[src/rtl/pe_tile_pkg.sv]
// pe_tile_pkg
// Shared definitions for the parametrised CGRA routing tile (pe_tile_param).
// Contents:
//   - configuration block codes carried in config_addr[31:16]
//   - PE operation encoding (config_data[2:0] of a CLB write)
//   - switch-box selector encoding (2 bits per output track)
//   - sbWords(): number of 32-bit switch-box config words for a track count
package pe_tile_pkg;

  localparam logic [15:0] CLB_CODE     = 16'd4;
  localparam logic [15:0] CB1_CODE     = 16'd5;
  localparam logic [15:0] CB0_CODE     = 16'd6;
  localparam logic [15:0] SB_BASE_CODE = 16'd7;

  typedef enum logic [2:0] {
    OP_AND  = 3'd0,
    OP_OR   = 3'd1,
    OP_XOR  = 3'd2,
    OP_ADD  = 3'd3,
    OP_SUB  = 3'd4,
    OP_PASS = 3'd5,
    OP_NOT  = 3'd6,
    OP_ACC  = 3'd7
  } peOp_t;

  // Source choice for one switch-box output, relative to the output side s.
  typedef enum logic [1:0] {
    SB_OPPOSITE = 2'd0,
    SB_NEXT     = 2'd1,
    SB_PREV     = 2'd2,
    SB_PE       = 2'd3
  } sbSel_t;

  // Two selector bits per output track, four sides, packed into 32-bit words.
  function automatic int sbWords(input int tracks);
    return (8 * tracks + 31) / 32;
  endfunction

endpackage

[src/rtl/pe_tile_clb.sv]
// pe_tile_clb
// Processing element of the routing tile: holds the CLB configuration
// ({REG, OP}), the PE output register and the ALU.
// Ports:
//   clk, reset       clock, asynchronous active-high reset
//   i_cfgWrite       a CLB configuration write lands on this edge
//   i_cfgData[3:0]   {REG, OP[2:0]} of the write
//   i_op0, i_op1     operands from the two connect boxes
//   o_result         PE result as seen by the switch box
//   o_peReg          registered PE value (always the register, never the ALU)
//   o_cfg[3:0]       stored {REG, OP} for readback
module pe_tile_clb
  import pe_tile_pkg::*;
#(
  parameter int WIDTH = 1
) (
  input  logic             clk,
  input  logic             reset,
  input  logic             i_cfgWrite,
  input  logic [3:0]       i_cfgData,
  input  logic [WIDTH-1:0] i_op0,
  input  logic [WIDTH-1:0] i_op1,
  output logic [WIDTH-1:0] o_result,
  output logic [WIDTH-1:0] o_peReg,
  output logic [3:0]       o_cfg
);

  peOp_t            r_op;
  logic             r_regOut;
  logic [WIDTH-1:0] r_peReg;
  logic [WIDTH-1:0] w_alu;

  // ALU. For ACC the "result" is the next accumulator value, so the same
  // signal serves as both the live result and the register's next state.
  always_comb begin
    w_alu = '0;
    case (r_op)
      OP_AND:  w_alu = i_op0 & i_op1;
      OP_OR:   w_alu = i_op0 | i_op1;
      OP_XOR:  w_alu = i_op0 ^ i_op1;
      OP_ADD:  w_alu = i_op0 + i_op1;
      OP_SUB:  w_alu = i_op0 - i_op1;
      OP_PASS: w_alu = i_op0;
      OP_NOT:  w_alu = ~i_op0;
      OP_ACC:  w_alu = r_peReg + i_op0;
      default: w_alu = '0;
    endcase
  end

  // Config and PE register. A CLB write restarts the register from zero on
  // the same edge, so a fresh ACC always starts counting from 0 and a new
  // registered op never exposes a stale value from the previous op.
  always_ff @(posedge clk or posedge reset) begin
    if (reset) begin
      r_op     <= OP_AND;
      r_regOut <= 1'b0;
      r_peReg  <= '0;
    end else if (i_cfgWrite) begin
      r_op     <= peOp_t'(i_cfgData[2:0]);
      r_regOut <= i_cfgData[3];
      r_peReg  <= '0;
    end else begin
      r_peReg  <= w_alu;
    end
  end

  // ACC is inherently registered regardless of the REG bit.
  assign o_result = (r_regOut || (r_op == OP_ACC)) ? r_peReg : w_alu;
  assign o_peReg  = r_peReg;
  assign o_cfg    = {r_regOut, r_op};

endmodule

[src/rtl/pe_tile_param.sv]
// pe_tile_param
// One routing tile of the CGRA fabric: two connect boxes feed a multi-op PE,
// and a switch box routes inter-tile tracks plus the PE result.
// Optional feature macro: PE_TILE_READBACK_EN (configuration readback).
// Parameters: TRACKS tracks per side, WIDTH bits per track, OUT_SIDES mask of
//   sides whose outputs are driven (undriven sides output 0).
// Ports:
//   clk, reset        clock, asynchronous active-high reset
//   config_valid      configuration write strobe
//   config_addr[31:0] [15:0] tile id, [31:16] block code
//   config_data[31:0] write payload
//   tile_id[15:0]     this tile's id
//   in_wires          side s, track t at bit ((s*TRACKS)+t)*WIDTH
//   out_wires         same packing as in_wires
//   config_rdata      readback data (0 unless PE_TILE_READBACK_EN)
//   config_rvalid     readback valid (0 unless PE_TILE_READBACK_EN)
module pe_tile_param
  import pe_tile_pkg::*;
#(
  parameter int         TRACKS    = 4,
  parameter int         WIDTH     = 1,
  parameter logic [3:0] OUT_SIDES = 4'b1111
) (
  input  logic                      clk,
  input  logic                      reset,
  input  logic                      config_valid,
  input  logic [31:0]               config_addr,
  input  logic [31:0]               config_data,
  input  logic [15:0]               tile_id,
  input  logic [4*TRACKS*WIDTH-1:0] in_wires,
  output logic [4*TRACKS*WIDTH-1:0] out_wires,
  output logic [31:0]               config_rdata,
  output logic                      config_rvalid
);

  localparam int SB_WORDS = sbWords(TRACKS);
  localparam int CB_SEL_W = $clog2(2 * TRACKS);

  logic [SB_WORDS*32-1:0] r_sbCfg;
  logic [CB_SEL_W-1:0]    r_cb0Sel;
  logic [CB_SEL_W-1:0]    r_cb1Sel;

  logic                      w_match;
  logic                      w_write;
  logic                      w_clbWrite;
  logic [15:0]               w_code;
  logic [WIDTH-1:0]          w_op0;
  logic [WIDTH-1:0]          w_op1;
  logic [WIDTH-1:0]          w_peResult;
  logic [WIDTH-1:0]          w_peReg;
  logic [3:0]                w_clbCfg;
  logic [TRACKS*WIDTH-1:0]   w_fbSide0;
  logic [TRACKS*WIDTH-1:0]   w_fbSide1;

  assign w_match    = (config_addr[15:0] == tile_id);
  assign w_write    = config_valid && w_match;
  assign w_code     = config_addr[31:16];
  assign w_clbWrite = w_write && (w_code == CLB_CODE);

  // Connect-box and switch-box configuration. Every matching strobe cycle is
  // a write; codes that name no register simply fall through all the ifs.
  always_ff @(posedge clk or posedge reset) begin
    if (reset) begin
      r_sbCfg  <= '0;
      r_cb0Sel <= '0;
      r_cb1Sel <= '0;
    end else if (w_write) begin
      if (w_code == CB0_CODE) r_cb0Sel <= config_data[CB_SEL_W-1:0];
      if (w_code == CB1_CODE) r_cb1Sel <= config_data[CB_SEL_W-1:0];
      for (int k = 0; k < SB_WORDS; k++) begin
        if (w_code == SB_BASE_CODE + 16'(k)) r_sbCfg[k*32 +: 32] <= config_data;
      end
    end
  end

  // Switch box. Each output also produces a copy for the connect boxes in
  // which a PE-selected track carries the PE register rather than the live
  // PE result. The only legal way for a CB to see a PE-fed out_wire is with
  // the PE registered, where both values are identical; using the register
  // keeps the netlist free of a structural combinational loop.
  for (genvar gs = 0; gs < 4; gs++) begin : g_side
    for (genvar gt = 0; gt < TRACKS; gt++) begin : g_track
      localparam int IDX = gs * TRACKS + gt;
      sbSel_t           w_sel;
      logic [WIDTH-1:0] w_track;

      assign w_sel = sbSel_t'(r_sbCfg[2*IDX +: 2]);

      always_comb begin
        w_track = '0;
        case (w_sel)
          SB_OPPOSITE: w_track = in_wires[(((gs+2)%4)*TRACKS+gt)*WIDTH +: WIDTH];
          SB_NEXT:     w_track = in_wires[(((gs+1)%4)*TRACKS+gt)*WIDTH +: WIDTH];
          SB_PREV:     w_track = in_wires[(((gs+3)%4)*TRACKS+gt)*WIDTH +: WIDTH];
          default:     w_track = '0;
        endcase
      end

      assign out_wires[IDX*WIDTH +: WIDTH] =
        !OUT_SIDES[gs]     ? '0 :
        (w_sel == SB_PE)   ? w_peResult : w_track;

      if (gs == 0) begin : g_fb0
        assign w_fbSide0[gt*WIDTH +: WIDTH] =
          !OUT_SIDES[gs] ? '0 : (w_sel == SB_PE) ? w_peReg : w_track;
      end else if (gs == 1) begin : g_fb1
        assign w_fbSide1[gt*WIDTH +: WIDTH] =
          !OUT_SIDES[gs] ? '0 : (w_sel == SB_PE) ? w_peReg : w_track;
      end
    end
  end

  // Connect boxes: selector values below TRACKS pick an incoming track of
  // the CB's side, the next TRACKS values pick that side's outgoing track.
  // Out-of-range selectors (non power-of-two track counts) yield 0.
  always_comb begin
    w_op0 = '0;
    w_op1 = '0;
    for (int v = 0; v < TRACKS; v++) begin
      if (r_cb0Sel == CB_SEL_W'(v))          w_op0 = in_wires[v*WIDTH +: WIDTH];
      if (r_cb0Sel == CB_SEL_W'(v + TRACKS)) w_op0 = w_fbSide0[v*WIDTH +: WIDTH];
      if (r_cb1Sel == CB_SEL_W'(v))          w_op1 = in_wires[(TRACKS+v)*WIDTH +: WIDTH];
      if (r_cb1Sel == CB_SEL_W'(v + TRACKS)) w_op1 = w_fbSide1[v*WIDTH +: WIDTH];
    end
  end

  pe_tile_clb #(
    .WIDTH(WIDTH)
  ) u_clb (
    .clk        (clk),
    .reset      (reset),
    .i_cfgWrite (w_clbWrite),
    .i_cfgData  (config_data[3:0]),
    .i_op0      (w_op0),
    .i_op1      (w_op1),
    .o_result   (w_peResult),
    .o_peReg    (w_peReg),
    .o_cfg      (w_clbCfg)
  );

`ifdef PE_TILE_READBACK_EN
  logic        r_rvalid;
  logic [31:0] r_rdata;
  logic [31:0] w_rdMux;
  logic        w_read;

  // An addressed cycle without the strobe is a read of the coded register.
  assign w_read = !config_valid && w_match;

  // Readback source select, zero-extended; unknown codes read as 0.
  always_comb begin
    w_rdMux = '0;
    if (w_code == CLB_CODE) w_rdMux = {28'd0, w_clbCfg};
    if (w_code == CB0_CODE) w_rdMux = 32'(r_cb0Sel);
    if (w_code == CB1_CODE) w_rdMux = 32'(r_cb1Sel);
    for (int k = 0; k < SB_WORDS; k++) begin
      if (w_code == SB_BASE_CODE + 16'(k)) w_rdMux = r_sbCfg[k*32 +: 32];
    end
  end

  // Read response: valid pulses for exactly the cycle after the request,
  // data holds until the next read.
  always_ff @(posedge clk or posedge reset) begin
    if (reset) begin
      r_rvalid <= 1'b0;
      r_rdata  <= '0;
    end else begin
      r_rvalid <= w_read;
      if (w_read) r_rdata <= w_rdMux;
    end
  end

  assign config_rdata  = r_rdata;
  assign config_rvalid = r_rvalid;
`else
  logic w_unusedClbCfg;

  assign w_unusedClbCfg = ^w_clbCfg;
  assign config_rdata   = '0;
  assign config_rvalid  = 1'b0;
`endif

endmodule

[config.mk]
export PLATFORM = sky130hd
export DESIGN_NAME = pe_tile_param
export DESIGN_NICKNAME = d
export VERILOG_FILES = /design/src/rtl/pe_tile_pkg.sv /design/src/rtl/pe_tile_clb.sv /design/src/rtl/pe_tile_param.sv
export SDC_FILE = /design/constraint.sdc
export NUM_CORES = 1
export LEC_CHECK = 0
export ABC_CLOCK_PERIOD_IN_PS = 8600
export CAP_MARGIN = 10
export CORE_ASPECT_RATIO = 0.9
export CORE_MARGIN = 4
export CORE_UTILIZATION = 45
export CTS_BUF_LIST = sky130_fd_sc_hd__clkbuf_4 sky130_fd_sc_hd__clkbuf_8 sky130_fd_sc_hd__clkbuf_16
export DETAILED_ROUTE_END_ITERATION = 10
export GPL_ROUTABILITY_DRIVEN = 0
export PLACE_DENSITY = 0.95
export REMOVE_ABC_BUFFERS = 1
export SLEW_MARGIN = 20
export SYNTH_ARGS = -nofsm -noshare
export SYNTH_HDL_FRONTEND = slang
export SYNTH_SLANG_ARGS = --single-unit
[constraint.sdc]
create_clock -name clk -period 8.6 [get_ports clk]
set_input_delay 1.29 -clock clk [delete_from_list [all_inputs] [get_ports clk]]
set_output_delay 1.29 -clock clk [all_outputs]
set_load 0.02 [all_outputs]
==> summary.md <==
### Clocking
- **Clock Latency Late Sink** 300 ps
- **largest buffer count on any clock path** 2
- **# resized after CTS** 0
- **CTS tree** done
- **CTS sink cnt** 43
- **H-tree lvl count** 2
- **clk root buf** sky130_fd_sc_hd__clkbuf_8
- **Reg clk slew, reported paths** 80 ps
- **post-CTS setup repair buffer count** 0
- **number of hold buffers added after CTS** 0
- **CTS Buf Count** 5

### Placed design
- **count of port buffers added during placement** 114
- **DP Cell Count** 517
- **sum of net half-perimeters after detailed placement** 7020 um
- **placed inst area** 4310 um2
- **pre-CTS worst setup slack** 1770 ps

### Finish
- **fill cell total of the finished layout** 538
- **total number of nets in the final design** 535
- **Layout Cells excl Fill** 525
- **post-layout utilization of the core** 65.3%
- **layout-stage area growth over the synthesis result** 37.8%
- **Non-Filler Cell Area, Final** 4420 um2
- **antenna cells** 0
- **layout cells sized above 1** 14.5%

### Synthesis
- **count of flip-flops with a built-in enable after synthesis** 0
- **share of async-settable or async-resettable flops after synthesis** 100%
- **cell type with the largest total area after synthesis** sky130_fd_sc_hd__dfrtp_1
- **sequential share of the synthesized area** 33.6%
- **area share of the leading cell type in the synthesized netlist** 33.6%
- **number of instances in the synthesized netlist** 318
- **top cells by instance count after synthesis** sky130_fd_sc_hd__dfrtp_1 (43), sky130_fd_sc_hd__mux2_2 (42), sky130_fd_sc_hd__buf_4 (33), sky130_fd_sc_hd__nor2b_1 (22)
- **post-synth design cell area** 3200 um2
- **predominant post-synthesis flop cell** sky130_fd_sc_hd__dfrtp_1
- **largest cells by area after synthesis** sky130_fd_sc_hd__dfrtp_1 (34%), sky130_fd_sc_hd__mux2_2 (15%), sky130_fd_sc_hd__buf_4 (7.7%), sky130_fd_sc_hd__nor2b_1 (4.3%), sky130_fd_sc_hd__mux4_2 (3.5%)
- **synthesized area divided by synthesized cell count** 10.1 um2
- **Unique masters post-synth** 55
- **library cell with the highest instance count after synthesis** sky130_fd_sc_hd__dfrtp_1
- **Synth Warn #** 0
- **Yosys reg bits** 43

### STA
- **slew margin rel.** 48.6%
- **Hold Slack** 524 ps
- **skew final** 7.37 ps
- **unrepaired setup endpoints after global routing** false
- **share of the clock period used by the worst path** 77.5%
- **total setup violations reported at the end of the flow** 0
- **fin. max-slew vios** 0
- **Sum Neg Setup Slack** 0 ps
- **Achievable Freq** 150 MHz
- **Fin. Hold Viols** 0
- **clock period minus final worst setup slack** 6660 ps
- **measured slew at the worst slew-check pin** 769 ps
- **final setup slack of the worst path** 1940 ps

### Worst setup path
- **worst reg2reg startpoint** u_clb.o_peReg$_DFF_PP0_
- **internal reg-to-reg setup slack** 5530 ps
- **required time at the endpoint of the critical path** 7310 ps
- **Max stage delay on crit path** 680 ps
- **Setup crit start** in_wires[5]
- **worst-path cell chain** clkdlybuf4s50_1 -> mux4_1 -> and2_1 -> o311a_1 -> nor2_1 -> ha_1 -> o21ai_0 -> nor2_1 -> o22ai_1 -> nor2_1 -> a211oi_4 -> o31ai_1 -> clkdlybuf4s50_1
- **critical setup path kind** in2out
- **end of the critical path** out_wires[1]
- **Crit. End Element** output port
- **RR Endpoint** u_clb.o_peReg$_DFF_PP0_
- **Data arrival, critical path** 5370 ps
- **sort of element at the start of the critical path** input pin
- **cell repeated most along the worst path** sky130_fd_sc_hd__nor2_1
- **Critical-path top delay cell** sky130_fd_sc_hd__a211oi_4
- **number of cells on the worst reg-to-reg path** 11
- **Critical Path Fanout Max** 14

### Run
- **count of maximum capacitance violations** 0

### Global route
- **number of antenna violations at the first check in global routing** 0
- **GR Overflow Total** 0
- **number of global-route vias before repair** 2950
- **maximum number of pins on one net before global-route repair** 44
- **Global Route Usage Sum** 21.0%
- **wire length of the first global-routing pass** 14400 um

### Route
- **via/cell ratio** 5.53
- **DRT Pass-1 Iters** 5
- **initial DRC count** 261
- **average wire length per cell after detail routing** 17.1 um
- **routed vias** 2902
- **# DRC** 0
- **DRT Wirelength** 8970 um
- **final antenna-violating net count** 0

### Power and ir drop
- **total power after layout** 466 uW
- **Static Leakage** 1.90 nW
- **ratio of total power to cell area** 105 nW/um2
- **maximum ir drop on the vdd rail** 0.0770 mV

### Floorplanning
- **Total Die Area** 8540 um2
- **I/O pin count** 148
- **die extent in x** 97.0 um
- **core box area** 6760 um2
- **Initial Util** 47.4%
- **floorplan row count** 28
- **die boundary height** 88.1 um

### Status
- **outcome** complete, no violations

### Min path
- **class of the most critical hold timing path** reg2reg
- **hold-critical path depth** 1

[registers in the layout (all words and copies together), names as in the netlist]
| signal | count |
|---|---|
| r_sbCfg | 32 |
| u_clb.r_op | 3 |
| r_cb0Sel | 3 |
| r_cb1Sel | 3 |
| u_clb.o_peReg | 1 |
| u_clb.r_regOut | 1 |
[where the power goes]
group	total (mW)	leakage (nW)	switching, mW	internal (mW)
sequential	0.205	0.594	0.00207	0.203
clock	0.147	0.0549	0.0708	0.0765
combinational	0.114	1.25	0.0525	0.0612
total	0.466	1.90	0.125	0.340
[cell usage in the layout (no fill, tap or decap), types with 2 or more instances in the layout]
cell type                         Yosys  final
sky130_fd_sc_hd__nand2_1             14     14
sky130_fd_sc_hd__nor2b_1             22     22
sky130_fd_sc_hd__ha_1                 2      2
sky130_fd_sc_hd__mux2i_1              3      3
sky130_fd_sc_hd__a211oi_1             7      7
sky130_fd_sc_hd__nor4_1               6      6
sky130_fd_sc_hd__o31ai_1             11     11
sky130_fd_sc_hd__o32ai_1              4      4
sky130_fd_sc_hd__nand2b_1             3      3
sky130_fd_sc_hd__mux4_2               5      5
sky130_fd_sc_hd__a222oi_1             9      9
sky130_fd_sc_hd__clkdlybuf4s50_1      0    114
sky130_fd_sc_hd__o211ai_1             2      2
sky130_fd_sc_hd__a21boi_0             3      3
sky130_fd_sc_hd__mux2_2              42     42
sky130_fd_sc_hd__xor2_1               4      4
sky130_fd_sc_hd__nor2_1              15     15
sky130_fd_sc_hd__conb_1               1     33
sky130_fd_sc_hd__nand4_1              4      4
sky130_fd_sc_hd__buf_4               33      3
sky130_fd_sc_hd__dfrtp_1             43     43
sky130_fd_sc_hd__nand3b_1             2      2
sky130_fd_sc_hd__a21oi_1              3      3
sky130_fd_sc_hd__xnor2_1             12     12
sky130_fd_sc_hd__o21ai_0             10     10
sky130_fd_sc_hd__clkbuf_8             0      7
sky130_fd_sc_hd__o2111ai_1            2      2
sky130_fd_sc_hd__and2_1               4      4
sky130_fd_sc_hd__nand3_1              6      6
sky130_fd_sc_hd__and3_1               3      3
sky130_fd_sc_hd__inv_1               15     15
[metal layers]
metal / wire [um] / global-route usage (%)
met5: 0 / 0
met2: 4550 / 36.9
met3: 727 / 5.25
met4: 63 / 4.08
met1: 3630 / 26.6
[final cells by class]
| cell class | count | area (um2) | share of cell area (%) |
|---|---|---|---|
| repair buffers | 117 | 1160 | 26.3 |
| flip-flops and latches | 43 | 1080 | 24.4 |
| clock buffers | 8 | 104 | 2.35 |
| inverters | 15 | 56.3 | 1.27 |
| multi-input cells | 252 | 1900 | 43.1 |
| well taps | 90 | 113 | 2.55 |
[logic make-up (layout without fill, tap and decap cells)]
logic type / count (synthesis) / in the layout / synth area share (%)
flops: 43 / 43 / 33.6
other cells: 1 / 33 / 0.117
xor+xnor: 16 / 16 / 4.37
fa+ha+maj: 2 / 2 / 0.781
simple gates: 85 / 85 / 14.4
mux: 51 / 51 / 20.0
compound gates: 65 / 65 / 15.7
buf+inv: 55 / 140 / 11.0
[how the worst min path moves through the flow]
| stage | startpoint | to | slack (ps) |
|---|---|---|---|
| global route | u_clb.r_regOut$_DFFE_PP0P_ | u_clb.r_regOut$_DFFE_PP0P_ | 530 |
| floorplan | u_clb.r_regOut$_DFFE_PP0P_ | u_clb.r_regOut$_DFFE_PP0P_ | 480 |
| finish | u_clb.r_regOut$_DFFE_PP0P_ | u_clb.r_regOut$_DFFE_PP0P_ | 520 |
| global placement | u_clb.r_regOut$_DFFE_PP0P_ | u_clb.r_regOut$_DFFE_PP0P_ | 500 |
| CTS | u_clb.r_regOut$_DFFE_PP0P_ | u_clb.r_regOut$_DFFE_PP0P_ | 520 |
| detailed placement | u_clb.r_regOut$_DFFE_PP0P_ | u_clb.r_regOut$_DFFE_PP0P_ | 510 |
[worst max-delay path: cells and delay by family]
| kind | cells | cell delay, ps |
|---|---|---|
| AOI/OAI and AO/OA | 5 | 1620 |
| buffers and inverters | 2 | 1090 |
| muxes | 1 | 560 |
| and+or+nand+nor | 4 | 520 |
| adders and majority gates | 1 | 260 |
No activity file was read; power rests on OpenSTA's default activity.
==> patch 1, RTL diff (same flow settings) <==
`TRACKS`: 4 -> 2.
--- a/src/rtl/pe_tile_param.sv
+++ b/src/rtl/pe_tile_param.sv
@@ -18,5 +18,5 @@
   import pe_tile_pkg::*;
 #(
-  parameter int         TRACKS    = 4,
+  parameter int         TRACKS    = 2,
   parameter int         WIDTH     = 1,
   parameter logic [3:0] OUT_SIDES = 4'b1111
Ports: changed (resized in_wires and out_wires); port bits go from 148 to 132. No check against the original RTL was run, so the function may have changed too.
==> patch 1 against the original RTL <==
Sequential power decreased by 42%. Routed wire length decreased by 43%. Critical path depth increased by 2. Design area down 35%. Clock power decreased by 51%. Critical endpoint is now out_wires[3]. Sequential cell count decreased by 18. Cell count down 35%. Worst setup slack improved by 530 ps. Total power down 42%. Largest cell class unchanged. Area after synthesis is 36% lower.
==> patch 1: results (changes against the original RTL) <==
cts:
  clkSlewWorstSetupHoldPaths_ps: 80  # about the same
  cts_setup_buffers: 0  # unchanged
  clock_latency_ps: 270  # was 300 ps
  numCtsBuffers: 3  # was 5
  htree_levels: 1  # was 2
  post_cts_resize_count: 0  # unchanged
critical_path:
  cp_slowest_cell: "clkdlybuf4s50_1"  # was a211oi_4
  path_delay_family: "compound AO/OA/AOI/OAI gates"  # unchanged
  crit_start: "in_wires[2]"  # was in_wires[5]
  r2r_start: "r_sbCfg[2]"  # was u_clb.o_peReg
  path_max_fanout: 8  # was 14
  rr_worst_depth: 12  # was 11
  cpPeakStageDelay_ps: 570  # was 680 ps
  reg2reg_slack_ps: 5870  # was 5530 ps
  worstPathArrival_ps: 4850  # was 5370 ps
  timing.rr.end: "u_clb.o_peReg"  # unchanged
  endpoint: "out_wires[3]"  # was out_wires[1]
finish:
  n_antenna_cell: 0  # unchanged
  nets: 372  # was 535
  drive_above_1_share_pct: 15.83  # was 14.48%
  top_regs: "r_sbCfg (16), u_clb.r_op (3)"
global_routing:
  grtUsageTotal_pct: 17.94  # was 20.96%
  antenna_found_initial: 0  # unchanged
  grt_overflow: 0  # unchanged
  grt_pass1_wl_mm: 8.100  # was 14.43 mm
  grt_max_degree: 26  # was 44
  grt_pass1_vias: 1832  # was 2950
power:
  peakVddDrop_mv: 0.04705  # was 0.07703 mV
  powerSeq_mw: 0.118  # was 0.205 mW
  clkPwrFrac_pct: 26.8  # was 31.6%
  switching_share_pct: 26.90  # was 26.92%
  p_leak_nw: 1.205  # was 1.901 nW
routing:
  via_count: 1724  # was 2902
  drtIter0Drc: 77  # was 261
  drt-pass1-iter-count: 4  # was 5
  wl_per_cell_um: 15.09  # was 17.09 µm
timing:
  fin_hold_ws_ps: 530.7  # was 524.0 ps
  tightest_slew_ps: 928.0  # was 768.7 ps
  finClkSkew_ps: 2.338  # was 7.372 ps
logic_synthesis:
  async_flop_share_pct: 100.0  # unchanged
  synth_cell_types: 43  # was 55
  synth_area_leaders: "dfrtp_1, mux2_2, buf_4"  # unchanged
  yosysSeqAreaShare_pct: 30.40  # was 33.58%
  synth_common_cells: "buf_4, mux2_2, dfrtp_1"  # was dfrtp_1, mux2_2, buf_4
min_path:
  min_from: "u_clb.r_regOut"  # unchanged
  hold_end: "u_clb.r_regOut"  # unchanged
  hold_path.class: "reg2reg"  # unchanged
placed_design:
  dpl_cell_area_um2: 2810  # was 4305 µm²
  portBuffers: 82  # was 114
  dpl.hpwl_mm: 4.378  # was 7.018 mm
run_status:
  status: "complete, no violations"  # unchanged
==> patch 1: cell count changes in the layout (fill, tap and decap cells not counted), sizes merged, moves of 6 or more <==
| cell | change |
|---|---|
| nor2 | -9 |
| a211oi | -8 |
| o31ai | -11 |
| o21a | +6 |
| o21ai | -8 |
| inv | -10 |
| clkdlybuf4s50 | -32 |
| mux2 | -14 |
| a222oi | -9 |
| dfrtp | -18 |
| nor2b | -21 |
==> patch 1: metrics by stage <==
step                worst slack [ps]  util [%]  instances  power [mW]
finish                          2462     64.51        340      0.2709
global placement                2604     63.41        336      0.1992
global route                    2205     64.51        340      0.2831
floorplan                       3832         -        192      0.1553
CTS                             2476     64.51        340      0.2722
detailed placement              2473     63.41        336      0.2007
==> patch 1: kinds of logic (layout without fill, tap and decap cells) <==
group | Yosys count | count (layout) | synth area share [%]
flops | 25 | 25 | 30.40
other cells | 1 | 33 | 0.1822
simple gates | 45 | 45 | 12.77
compound gates | 26 | 26 | 10.76
xor+xnor | 18 | 18 | 8.024
mux | 38 | 38 | 22.80
fa+ha+maj | 2 | 2 | 1.216
buf+inv | 41 | 91 | 13.86
==> patch 1: layer usage <==
metal | track usage [%] | vias up | part of all wire, % | routed length [µm]
li1 | - | 807 | - | -
met2 | 34.95 | 92 | 53 | 2704
met3 | 5.583 | 4 | 9.7 | 500
met1 | 19.22 | 821 | 37 | 1882
met5 | 0 | - | 0 | 0
met4 | 2.863 | 0 | 0.86 | 44
==> patch 1: final cells by class <==
cell class | count | area, µm²
clock buffers | 4 | 48.80
inverters | 5 | 18.77
multi-input cells | 162 | 1267
repair buffers | 82 | 820.8
flip-flops and latches | 25 | 625.6
fillers | 347 | 1573
well taps | 62 | 77.57
==> patch 2, RTL diff (same settings) <==
Without the edit above. Register the output `out_wires`, cleared by the reset; this adds one clock of latency there. The other outputs are not delayed to match.
--- a/src/rtl/pe_tile_param.sv
+++ b/src/rtl/pe_tile_param.sv
@@ -36,4 +36,6 @@
   localparam int SB_WORDS = sbWords(TRACKS);
   localparam int CB_SEL_W = $clog2(2 * TRACKS);
+
+  logic [4*TRACKS*WIDTH-1:0] out_wires_d;
 
   logic [SB_WORDS*32-1:0] r_sbCfg;
@@ -97,5 +99,5 @@
       end
 
-      assign out_wires[IDX*WIDTH +: WIDTH] =
+      assign out_wires_d[IDX*WIDTH +: WIDTH] =
         !OUT_SIDES[gs]     ? '0 :
         (w_sel == SB_PE)   ? w_peResult : w_track;
@@ -181,4 +183,12 @@
 `endif
 
+  always_ff @(posedge clk or posedge reset) begin
+    if (reset) begin
+      out_wires <= '0;
+    end else begin
+      out_wires <= out_wires_d;
+    end
+  end
+
 endmodule
 
Formal check against the unedited RTL: not equivalent (a bounded check fails within 4 cycles, from zero or initial values and one cycle with reset high).
==> patch 2 against the original RTL <==
Worst hold slack about the same. Clock power up 90%. Total power up 44%. Core utilization up 0.073 points. Sequential cell count up 16. Design area up 5.8%. Worst setup slack better by 2300 ps. Area after synthesis up 4.8%. Routed wire length up 2.5%. Critical path type is now in2reg. Highest routed layer unchanged.
==> patch 2: results (changes against the original RTL) <==
run_status:
  status: "complete, no violations"  # unchanged
cts:
  numCtsBuffers: 9  # was 5
  cts_buffer_depth: 2  # unchanged
  cts_setup_buffers: 0  # unchanged
  post_cts_resize_count: 0  # unchanged
  clockRootBuffer: "clkbuf_8"  # unchanged
  htree_levels: 3  # was 2
  clkSlewWorstSetupHoldPaths_ps: 60  # was 80 ps
  clock_latency_ps: 350  # was 300 ps
critical_path:
  path_max_fanout: 16  # was 14
  cpPeakStageDelay_ps: 560  # was 680 ps
  worstPathArrival_ps: 4630  # was 5370 ps
  path_delay_family: "compound AO/OA/AOI/OAI gates"  # unchanged
  cp_slowest_cell: "mux4_1"  # was a211oi_4
timing:
  finClkSkew_ps: 8.905  # was 7.372 ps
  relSlewSlack_pct: 50.95  # was 48.59%
finish:
  n_antenna_cell: 0  # unchanged
  fillers: 515  # was 538
  drive_above_1_share_pct: 21.93  # was 14.48%
  top_regs: "r_sbCfg (32), out_wires (16)"
  nets: 479  # was 535
logic_synthesis:
  synth_edf_count: 0  # unchanged
  yosysSeqAreaShare_pct: 43.95  # was 33.58%
  synth_area_leaders: "dfrtp_1, mux2_2, mux4_2"  # was dfrtp_1, mux2_2, buf_4
  async_flop_share_pct: 100.0  # unchanged
  synth_cell_types: 41  # was 55
  synth_common_cells: "dfrtp_1, mux2_2, buf_4"  # unchanged
  yosysWarnings: 0  # unchanged
placed_design:
  portBuffers: 114  # unchanged
  dpl.hpwl_mm: 6.738  # was 7.018 mm
  dpl_cell_area_um2: 4458  # was 4305 µm²
global_routing:
  grtUsageTotal_pct: 21.10  # was 20.96%
  grt_pass1_vias: 2866  # was 2950
  antenna_found_initial: 0  # unchanged
  grt_max_degree: 60  # was 44
  grt_pass1_wl_mm: 14.43  # about the same
routing:
  drt-pass1-iter-count: 4  # was 5
  routed_via_density: 5.366  # was 5.528
  wirelength_mm: 9.199  # was 8.972 mm
  drtIter0Drc: 141  # was 261
power:
  peakVddDrop_mv: 0.1608  # was 0.07703 mV
  p_leak_nw: 1.998  # was 1.901 nW
  switching_share_pct: 24.09  # was 26.92%
min_path:
  hold_path.class: "reg2reg"  # unchanged
==> patch 2: cell type report <==
| class | instances | area (µm²) | area share, % |
|---|---|---|---|
| Clock buffer | 11 | 138.9 | 2.971 |
| Clock inverter | 5 | 77.57 | 1.660 |
| Sequential cell | 59 | 1476 | 31.58 |
| Inverter | 4 | 15.01 | 0.3212 |
| Timing Repair Buffer | 116 | 1156 | 24.73 |
| Multi-Input combinational cell | 188 | 1694 | 36.24 |
| Tap cell | 93 | 116.4 | 2.489 |
==> patch 2: path summary, 6_finish.rpt <==
path                                     from      endpoint  slack (ps)  cells after the start
worst max register to register  u_clb.o_peReg  out_wires[5]        5050                     12
max in group asynchronous               reset   r_sbCfg[10]        6630                      3
worst min-delay path              r_sbCfg[18]   r_sbCfg[18]         520                      1
worst min register to register    r_sbCfg[18]   r_sbCfg[18]         520                      1
worst max-delay path              in_wires[5]  out_wires[5]        4190                     12
min in group asynchronous               reset    r_sbCfg[7]        1480                      3
==> patch 2: power groups by stage <==
| stage | sequential, mW | combinational, mW | clock, mW |
|---|---|---|---|
| after global routing | 0.284 | 0.116 | 0.294 |
| after global placement | 0.289 | 0.104 | 0 |
| after detailed placement | 0.289 | 0.108 | 0 |
| after floorplan | 0.293 | 0.0373 | 0 |
| after CTS | 0.284 | 0.109 | 0.285 |
| final | 0.284 | 0.109 | 0.280 |
==> patch 2: logic make-up after synthesis <==
family,after synthesis,share of synthesized area [%]
fa+ha+maj,2,0.7448
xor+xnor,17,4.432
buf+inv,46,9.199
simple gates,44,7.263
compound gates,22,4.917
mux,70,29.39
other cells,1,0.1116
flops,59,43.95
==> patch 2: routing by layer <==
| metal | vias to the layer above | global-route usage, % | wire, µm |
|---|---|---|---|
| met1 | 1283 | 23.65 | 3388 |
| li1 | 1131 | - | - |
| met4 | 0 | 9.215 | 281 |
| met2 | 113 | 36.58 | 4908 |
| met3 | 27 | 6.656 | 621 |
| met5 | - | 0 | 0 |
==> patch 2: through the flow <==
stage                     utilization, %  cells  setup WS (ps)  hold WS (ps)
after CTS                          65.39    476           4223         524.9
after floorplan                        -    251           4780         481.3
after detailed placement           62.37    460           3845         509.3
after global placement             62.37    460           4000         500.7
after global routing               65.39    476           4022         548.3
final                              65.39    476           4189         524.5
